`src/rtl/pc_predictor.sv`:
```
// rtl/pc_predictor.sv - fetch PC owner with 2-bit-counter branch prediction
module pc_predictor #(
  parameter int          BHT_INDEX_BITS = 8,
  parameter logic [31:0] RESET_PC       = 32'h0
) (
  input  logic        clk,
  input  logic        rst,
  input  logic        ena,
  input  logic        in_fetch_ena,
  input  logic [31:0] in_inst,
  input  logic        in_rollback,
  input  logic [31:0] in_rollback_pc,
  input  logic        in_commit_branch,
  input  logic [31:0] in_commit_pc,
  input  logic        in_commit_taken,
  output logic [31:0] out_pc,
  output logic        out_predict_taken
);

  localparam int ENTRIES = 1 << BHT_INDEX_BITS;

  localparam logic [6:0] OP_BRANCH = 7'b1100011;
  localparam logic [6:0] OP_JAL    = 7'b1101111;

  logic [ENTRIES-1:0][1:0]   bht;
  logic [BHT_INDEX_BITS-1:0] fetch_idx;
  logic [BHT_INDEX_BITS-1:0] commit_idx;
  logic [1:0]                commit_ctr;
  logic                      is_branch;
  logic                      is_jal;
  logic [31:0]               imm_b;
  logic [31:0]               imm_j;
  logic [31:0]               next_pc;
  logic                      unused_commit_bits;

  assign fetch_idx  = out_pc[BHT_INDEX_BITS+1:2];
  assign commit_idx = in_commit_pc[BHT_INDEX_BITS+1:2];
  assign commit_ctr = bht[commit_idx];

  // The counter has no tag, so only the index bits of the commit PC matter.
  assign unused_commit_bits = ^{in_commit_pc[31:BHT_INDEX_BITS+2], in_commit_pc[1:0]};

  assign is_branch = (in_inst[6:0] == OP_BRANCH);
  assign is_jal    = (in_inst[6:0] == OP_JAL);

  assign imm_b = {{20{in_inst[31]}}, in_inst[7], in_inst[30:25], in_inst[11:8], 1'b0};
  assign imm_j = {{12{in_inst[31]}}, in_inst[19:12], in_inst[20], in_inst[30:21], 1'b0};

  always_comb begin
    out_predict_taken = 1'b0;
    if (is_branch) begin
      out_predict_taken = bht[fetch_idx][1];
    end else if (is_jal) begin
      out_predict_taken = 1'b1;
    end
  end

  // JALR is deliberately not predicted; the ROB redirects it through rollback.
  always_comb begin
    next_pc = out_pc + 32'd4;
    if (is_branch && bht[fetch_idx][1]) begin
      next_pc = out_pc + imm_b;
    end else if (is_jal) begin
      next_pc = out_pc + imm_j;
    end
  end

  always_ff @(posedge clk or negedge rst) begin
    if (!rst) begin
      out_pc <= RESET_PC;
    end else if (in_rollback) begin
      out_pc <= in_rollback_pc;
    end else if (ena && in_fetch_ena) begin
      out_pc <= next_pc;
    end
  end

  // Training never stalls: commits are applied whatever the fetch side is doing.
  always_ff @(posedge clk or negedge rst) begin
    if (!rst) begin
      bht <= {ENTRIES{2'b01}};
    end else if (in_commit_branch) begin
      if (in_commit_taken) begin
        if (commit_ctr != 2'b11) begin
          bht[commit_idx] <= commit_ctr + 2'b01;
        end
      end else begin
        if (commit_ctr != 2'b00) begin
          bht[commit_idx] <= commit_ctr - 2'b01;
        end
      end
    end
  end

endmodule
```
`config.mk`:
```
export PLATFORM = sky130hd
export DESIGN_NAME = pc_predictor
export DESIGN_NICKNAME = d
export VERILOG_FILES = /design/src/rtl/pc_predictor.sv
export SDC_FILE = /design/constraint.sdc
export NUM_CORES = 2
export LEC_CHECK = 0
export CAP_MARGIN = 20
export CELL_PAD_IN_SITES_DETAIL_PLACEMENT = 0
export CELL_PAD_IN_SITES_GLOBAL_PLACEMENT = 2
export CORE_MARGIN = 2
export CORE_UTILIZATION = 45
export CTS_CLUSTER_DIAMETER = 100
export DETAILED_ROUTE_END_ITERATION = 8
export GPL_ROUTABILITY_DRIVEN = 0
export GPL_TIMING_DRIVEN = 0
export PLACE_DENSITY = 0.93
export SYNTH_ARGS = -nofsm -noshare
export SYNTH_HDL_FRONTEND = slang
export SYNTH_SLANG_ARGS = --single-unit
```
`constraint.sdc`:
```
create_clock -name clk -period 7.24 [get_ports clk]
set_input_delay 1.086 -clock clk [delete_from_list [all_inputs] [get_ports clk]]
set_output_delay 1.086 -clock clk [all_outputs]
set_load 0.02 [all_outputs]
```
==> impl_summary.md <==
Status
The run finished with clean final reports.

GRT
The via count of the first global-routing pass is 25.07k. The largest net degree at the start of global routing is 127. In the global route stage, overall resource usage came out at 0.3171.

The overflow left after global routing is 0. The number of antenna violations at the first check in global routing was 5. The wire length of the first global-routing pass is 165.2 mm.

Logic synthesis
In this run the mean area of a mapped cell was 10.86 um^2. The total of warnings raised by yosys is 0. The combined area of all synthesized cells is 31030 um^2.

In the post-synthesis netlist, the biggest area contributors are sky130_fd_sc_hd__dfrtp_1, sky130_fd_sc_hd__dfstp_2, sky130_fd_sc_hd__mux4_2. In this run, synthesis produced a sequential element count of 544. The largest total area in the synthesized netlist belongs to sky130_fd_sc_hd__dfrtp_1. The number of different library cells in the post-synthesis netlist is 70. The net count of the mapped netlist is 3009. The most frequently used flop master after synthesis is sky130_fd_sc_hd__dfrtp_1. After synthesis, the share of flip-flops with an asynchronous set or reset is 1.000.

Of the post-synthesis cell area, the dominant cell type holds 0.2323. The synthesized design contains 0 enable-type register cells. The share of synthesized area occupied by flip-flops and latches is 0.4490. The cell count after synthesis is 2858.

Clock tree
The number of clock buffers added by TritonCTS is 60. At the later pin of the worst-skew pair, clock insertion delay measures 690 ps. The tree is rooted in a sky130_fd_sc_hd__clkbuf_16.

The depth of the CTS H-tree is 2. The clock transition at the registers of the reported paths is 70 ps. The clock tree from TritonCTS is yes. The number of sinks handled by clock tree synthesis is 544. The count of hold buffers inserted by post-cts repair is 0. In this run the deepest clock path goes through 3 buffers.

Die
The total I/O pin count is 136. The die area is 71070 um^2. The core area is 68470 um^2. The starting density of the core is 0.4532. The die is 266.6 um tall.

The die is 266.6 um wide. The number of rows created at floorplan is 96.

Detailed routing
The detail route stage leaves a number of antenna-violating nets equal to 0. In the routed design, unresolved DRC markers number 0. The detailed-route via count is 25.40k.

Dividing the detail-routed wire length by the instance count gives 28.39 um. The initial detailed-routing violation count is 3003. Dividing the detail-routed via count by the number of cells gives 6.372. For this run, the detailed router's first-pass iteration total came to 6. Summed over all layers, the routed wires come to 113.2 mm.

Timing
Setup violations remaining at the end of the flow were counted as 0. The final cycle utilization of the critical path is 0.9956. The worst path in the final design needs a cycle of 7208 ps, including I/O delays and setup. The count of pins over their slew limit was 0. The setup clock skew after layout is 61.16 ps.

Across all hold checks on the routed design, the worst slack comes to 444.2 ps. The count of final hold-check violations is 0. The setup slack after layout is 31.53 ps. The tightest slew margin relative to the limit is 0.1733.

The maximum operating frequency is 138.7 MHz. The pin slew with the least headroom to its limit is 1237 ps.

Final layout
The library cell used most frequently in the layout, excluding fill and tap cells, is sky130_fd_sc_hd__nor2_1. The number of filler cells placed in the layout is 5892. Of the cells placed in the final design, the portion with a size suffix greater than 1 is 0.2880. The finished layout holds 3986 standard cells, fillers aside. At the end of the flow the core is filled with cells to 0.5236. For this run, the post-layout net count is 3201. The post-synthesis to final-layout area growth is 15.54%. The top cell types in the final layout, fill and taps aside, are sky130_fd_sc_hd__nor2_1, sky130_fd_sc_hd__dfrtp_1, sky130_fd_sc_hd__a21oi_1, sky130_fd_sc_hd__nand2_1, sky130_fd_sc_hd__dfstp_2.

Placement
The estimated wirelength of the detail-placed design is 82.17 mm. The setup slack after placement is -1316 ps. The count of input and output buffers is 105.

Once placement completed, the tool counted placed cells totaling 3867.

Power
Summing internal, switching and leakage power gives 8.310 mW. Power spread over the standard cell area amounts to 231.8 nW/um^2. The analysis attributes to cell leakage a power of 14.34 nW.

Across the VDD grid, the largest voltage drop is 0.0001944 V.

Setup path
The arrival time of data at the critical path endpoint is 7710 ps. The setup slack of the worst register-to-register path is 1300 ps. Tracing the worst setup path back leads to its startpoint at in_commit_pc[2]. STA classifies the critical path startpoint as an input pin. The biggest fanout along the worst timing path is 10. The worst setup path is captured at a flop.

The critical path start-end classification is in -> reg. Data on the critical path is required at its endpoint by 7740 ps.

Hold path
The worst min-delay path class is in -> async.

Run
The total of max-cap violations is 0.
-- kinds of logic after synthesis --
family	after synthesis	synth area share
muxes	439	0.2405
adders and majority gates	48	0.01984
DFF	544	0.4490
buffers and inverters	218	0.03226
AOI/OAI and AO/OA	635	0.1167
and+or+nand+nor	899	0.1204
xor gates and xnor gates	75	0.02117
-- Yosys cell counts, drive strengths merged (4+ instances only) --
cell type,n
dfstp,256
mux2i,11
buf,65
nor3,16
a21oi,275
nand2,275
and4,5
xor2,24
o21ai,194
nor3b,5
a21o,24
inv,21
or3,5
a31oi,12
nor2b,21
o21a,11
nor2,468
dfrtp,288
mux4,225
a311oi,4
nand2b,10
clkbuf,132
o21bai,10
and2,11
nand4,11
and3,20
mux2,203
xnor2,51
nor4,4
o221ai,4
ha,46
a22oi,22
a211oi,15
nand3,37
o211ai,13
a221oi,5
o22ai,15
-- cell type report --
cell class	count	area, um^2	share of cell area
Antenna cell	3	7.507	0.0002094
Buffer	196	979.7	0.02733
Clock buffer	87	1704	0.04753
Clock inverter	26	401.6	0.01120
Inverter	21	78.83	0.002199
Multi-Input combinational cell	2096	16150	0.4504
Sequential cell	544	13930	0.3887
Tap cell	882	1104	0.03078
Timing Repair Buffer	131	1494	0.04167
-- worst paths after layout --
kind / endpoint / cells after the start
worst min-delay path: bht[371]$_DFFE_PN0P_ / 1
worst max-delay path: bht[265]$_DFFE_PN0P_ / 22
worst max register to register: bht[265]$_DFFE_PN0P_ / 19
min in group clk: flop / 2
max in group asynchronous: out_pc[10]$_DFFE_PN0P_ / 3
worst min register to register: flop / 2
-- worst max-delay path, cell delays in order --
cell and delay, ps:
sky130_fd_sc_hd__buf_2 160, sky130_fd_sc_hd__buf_2 360, sky130_fd_sc_hd__buf_2 440, sky130_fd_sc_hd__clkbuf_4 390
sky130_fd_sc_hd__clkbuf_4 370, sky130_fd_sc_hd__buf_4 380, sky130_fd_sc_hd__mux4_2 570, sky130_fd_sc_hd__mux4_2 530
sky130_fd_sc_hd__mux2i_1 300, sky130_fd_sc_hd__nor2_1 100, sky130_fd_sc_hd__nor3_1 270, sky130_fd_sc_hd__inv_1 80
sky130_fd_sc_hd__ha_1 190, sky130_fd_sc_hd__mux2i_1 190, sky130_fd_sc_hd__nand2_1 140, sky130_fd_sc_hd__or3_1 420
sky130_fd_sc_hd__nor2b_1 150, sky130_fd_sc_hd__clkbuf_1 550, sky130_fd_sc_hd__clkbuf_4 510, sky130_fd_sc_hd__nand2_1 180
sky130_fd_sc_hd__nand2_1 160, sky130_fd_sc_hd__o21ai_0 90
-- per-stage QoR --
| stage | cell area (um^2) | setup TNS, ps |
|---|---|---|
| after floorplan | 31030 | 0 |
| after global placement | 33180 | -8723200 |
| after detailed placement | 33590 | -338760 |
| after CTS | 35730 | -4632 |
| after global routing | 35840 | -17.37 |
| final | 35850 | 0 |
-- power breakdown --
group,total [mW],switching (mW),leakage (nW),internal (mW)
registers,3.43,0.145,6.58,3.29
clock network,3.30,1.37,1.02,1.93
logic,1.58,0.961,6.75,0.615
total,8.31,2.48,14.3,5.83
-- what timing repair did --
item / CTS / global route
pin swaps: 0 / 0
resized for setup: 17 / 30
setup buffers: 0 / 0
endpoints found under the setup margin: 262 / 265
-- layer usage --
metal / global-route usage / share of wire / vias up
met3: 0.09992 / 0.12 / 344
li1: - / - / 10780
met5: 0 / 0.00036 / -
met1: 0.4247 / 0.39 / 12800
met4: 0.1291 / 0.047 / 6
met2: 0.4787 / 0.44 / 1478
Note: power is estimated with default switching activity, not from simulation.
==> patch 1, RTL diff (same settings) <==
Register the output `out_predict_taken`, cleared by the reset; this adds one clock of latency there. The other outputs are not delayed to match.
--- a/src/rtl/pc_predictor.sv
+++ b/src/rtl/pc_predictor.sv
@@ -22,4 +22,6 @@
   localparam logic [6:0] OP_BRANCH = 7'b1100011;
   localparam logic [6:0] OP_JAL    = 7'b1101111;
+
+  logic out_predict_taken_d;
 
   logic [ENTRIES-1:0][1:0]   bht;
@@ -48,9 +50,9 @@
 
   always_comb begin
-    out_predict_taken = 1'b0;
+    out_predict_taken_d = 1'b0;
     if (is_branch) begin
-      out_predict_taken = bht[fetch_idx][1];
+      out_predict_taken_d = bht[fetch_idx][1];
     end else if (is_jal) begin
-      out_predict_taken = 1'b1;
+      out_predict_taken_d = 1'b1;
     end
   end
@@ -93,3 +95,11 @@
   end
 
+  always_ff @(posedge clk or negedge rst) begin
+    if (!rst) begin
+      out_predict_taken <= '0;
+    end else begin
+      out_predict_taken <= out_predict_taken_d;
+    end
+  end
+
 endmodule
Check against the original RTL: not settled (the Yosys comparison gave no result); the edit may change what the design does.
==> patch 1 against the unedited design <==
  * Sequential cell count rose by 1
  * Design area rose by 1.2%
  * Worst setup slack improved by 160 ps
  * Total power fell by 1.3%
  * Via count rose by 1.1%
  * Core utilization rose by 0.23 points
  * Area after synthesis rose by 1.5%
  * Wire length rose by 2.0%
  * Critical endpoint is now bht[425]$_DFFE_PN0P_
  * Largest cell class unchanged
  * Highest routed layer unchanged
==> patch 1: results (changes against the unedited design) <==
status=complete, no violations; adder-cell area share of the yosys netlist=1.95% (-0.029 points); Worst Max-Slew Pin Slew=1210 ps (-25.0 ps); Synth Area in Compound Gates=11.0% (-0.70 points); maximum vdd drop=0.000198 V (+2.0%); DP Area=34,100 µm² (+1.6%); Worst Reg-to-Reg Cells=15 (-4); critical path fanouts, max=15 (+5); final worst setup slack=196 ps (+165 ps); # port buffers=107 (+1.9%); via count=25,678 (+1.1%); most instantiated cells after synthesis=nor2_1, a21oi_1, dfrtp_1; Metal-1 WL=45,200 µm (+2.8%); Detail Route met3 WL=12,500 µm (-7.5%); Seq cells post-synth=545 (+0.18%); sw power=2460 µW (-0.66%); register area share after synthesis=44.3% (-0.58 points); Critical Path Start=in_commit_pc[3]; critical path arrival=7590 ps (-120 ps); Die X=269 µm (+0.73%); met1 Usage GRT=42.9% (+0.44 points); clk_lat worst skew=660 ps (-30 ps); post_cts resized=1 (-16); GRT Total Usage=32.2% (+0.48 points); reg-to-reg setup timing slack=1800 ps (+500 ps); Iteration-0 DRC Markers=2,693 (-10%); met3 usage in global routing=8.48% (-1.5 points); clock skew=43.7 ps (-17.5 ps); global-route wire length before repair=170,000 µm (+2.6%); largest net degree at the start of global routing=134 (+5.5%); detailed-router iteration count before antenna repair=5 (-1); routing usage on met2=48.9% (+0.98 points); final WL=115,000 µm (+2.0%); pre-CTS WS=-1130 ps (+188 ps); initial antenna violation count=10 (+5)
patch 1: how the worst min path moves through the flow:
stage	end	slack, ps	cells past startpoint	from
global route	bht[325]$_DFFE_PN0P_	490	1	rst
detailed placement	flop	490	2	flop
CTS	bht[321]$_DFFE_PN0P_	470	1	rst
finish	bht[325]$_DFFE_PN0P_	440	1	rst
global placement	flop	490	2	flop
floorplan	flop	480	2	flop
patch 1: worst max-delay path: stages:
cell and delay [ps]:
buf_2 320, buf_1 470, buf_8 340, clkbuf_1 860, clkbuf_1 550, mux4_2 400
mux4_2 540, nand4b_1 120, o221a_2 180, and3_1 180, inv_1 50, ha_1 190
mux2i_1 160, nand2_1 130, nor3b_2 480, nand3_1 440, clkbuf_1 350, nor2_1 320
mux2_2 380
patch 1: power by group through the flow:
stage	registers [µW]	clock network (µW)	logic, µW
finish	3420	3210	1570
global route	3430	3360	1660
CTS	3410	3230	1530
detailed placement	3460	0	1530
global placement	3440	0	1480
floorplan	3420	0	923
patch 1: layout make-up:
| class | instances | area share, % |
|---|---|---|
| Tap cell | 931 | 3.21 |
| Antenna cell | 3 | 0.0207 |
| Clock buffer | 92 | 4.86 |
| Sequential cell | 545 | 38.5 |
| Timing Repair Buffer | 134 | 4.21 |
| Multi-Input combinational cell | 2057 | 45.5 |
| Buffer | 196 | 2.60 |
| Inverter | 28 | 0.290 |
| Clock inverter | 22 | 0.818 |
patch 1: kinds of logic after synthesis:
logic type      after synthesis
simple gates                864
buf+inv                     225
xor+xnor                     53
flops                       545
mux                         511
fa+ha+maj                    48
compound gates              581
patch 1: metrics by stage:
step,std cells,utilization (%)
after floorplan,2827,-
after global placement,3865,48.9
after detailed placement,3888,49.5
after CTS,4001,52.5
after global routing,4006,52.6
final,4008,52.6
==> patch 2, RTL diff (config.mk and constraints unchanged) <==
Made on the original files. `BHT_INDEX_BITS`: 8 -> 7.
--- a/src/rtl/pc_predictor.sv
+++ b/src/rtl/pc_predictor.sv
@@ -1,5 +1,5 @@
 // rtl/pc_predictor.sv - fetch PC owner with 2-bit-counter branch prediction
 module pc_predictor #(
-  parameter int          BHT_INDEX_BITS = 8,
+  parameter int          BHT_INDEX_BITS = 7,
   parameter logic [31:0] RESET_PC       = 32'h0
 ) (
Check against the original RTL: not settled (the Yosys comparison gave no result); the edit may change what the design does.
==> patch 2 against the unedited design <==
  * Maximum frequency shrank 1.5%
  * Worst setup slack lost 110 ps
  * Clock power shrank 43%
  * Wire length shrank 40%
  * Global-route usage grew 0.93 points
  * Total power shrank 39%
  * Design area shrank 41%
  * Sequential cell count shrank 256
  * The run now ends with negative setup slack left
  * Area after synthesis shrank 42%
==> patch 2: results (changes against the unedited design) <==
status=complete, but fails checks; failing checks=negative setup slack; Ant. Diodes=0 (-3); Syn Nets=2,058 (-32%); final worst setup slack=-75.9 ps (-107 ps); Iteration-0 DRC Markers=1,447 (-52%); worst stage delay on the critical path=660 ps (+90 ps); Final Setup Violations=28 (+28); Max-Slew Margin vs Limit=25.5% (+8.1 points); initial antenna violation count=1 (-4); Sw Ratio=32.4% (+2.5 points); global-route wire length before repair=100,000 µm (-39%); via count=16,374 (-36%); total CTS buffers=34 (-43%); detailed-router iteration count before antenna repair=5 (-1); static leakage=0.00846 µW (-41%); Worst Reg-to-Reg Cells=15 (-4); Metal-1 WL=27,100 µm (-38%); FILL cells=3,639 (-38%); fin cells=2,610 (-35%); crit path max-delay cell type=o31ai_1; hpwl dp=48,400 µm (-41%); post-synthesis cell type count=78 (+11%); met2 WL=31,300 µm (-38%); critical path arrival=7780 ps (+70 ps); post-synthesis area per instance=9.37 µm² (-14%); WHS=505 ps (+60.4 ps); clock skew=20.8 ps (-40.3 ps); # port buffers=109 (+3.8%)
[patch 2: changes by cell type after synthesis, sizes merged, moves of 19 or more]
cell    delta
nand2     +62
xnor2     -19
mux4     -195
dfstp    -128
nor2     -361
o22ai     +44
buf       -27
mux2      -70
dfrtp    -128
clkbuf    -44
a22oi     +29
a21oi    -194
[patch 2: power groups by stage]
stage | logic [µW] | registers [µW] | clock network, µW
after global routing | 1300 | 2000 | 1970
after detailed placement | 1180 | 2000 | 0
after CTS | 1190 | 1970 | 1900
after floorplan | 736 | 1960 | 0
after global placement | 1150 | 1990 | 0
final | 1200 | 1980 | 1890
[patch 2: how the worst max path moves through the flow]
| stage | end | depth (start not counted) |
|---|---|---|
| after floorplan | flop | 17 |
| after global placement | bht[91]$_DFFE_PN0P_ | 1 |
| after detailed placement | flop | 19 |
| after CTS | flop | 18 |
| after global routing | flop | 18 |
| final | flop | 18 |
[patch 2: logic make-up (layout without fill, tap and decap cells)]
| group | after synthesis | after routing | share of synthesized area (%) |
|---|---|---|---|
| xor gates and xnor gates | 61 | 61 | 2.99 |
| and+or+nand+nor | 609 | 609 | 15.1 |
| DFF | 288 | 288 | 41.2 |
| buffers and inverters | 152 | 330 | 3.61 |
| adders and majority gates | 48 | 48 | 3.44 |
| AOI/OAI and AO/OA | 576 | 576 | 20.9 |
| muxes | 173 | 173 | 12.7 |
[patch 2: final cells by class]
cell class              instances  area share, %
plain buffers                 126           2.68
clock buffers                  43           4.44
clock inverters                18           1.33
inverters                      26          0.464
multi-input cells            1467           47.1
flip-flops and latches        288           35.0
well taps                     525           3.12
repair buffers                117           5.84
[patch 2: what timing repair did]
item                       4_1_cts  5_1_grt
setup endpoints to repair      160      138
setup buffers                    0        4
resized for setup               19        2
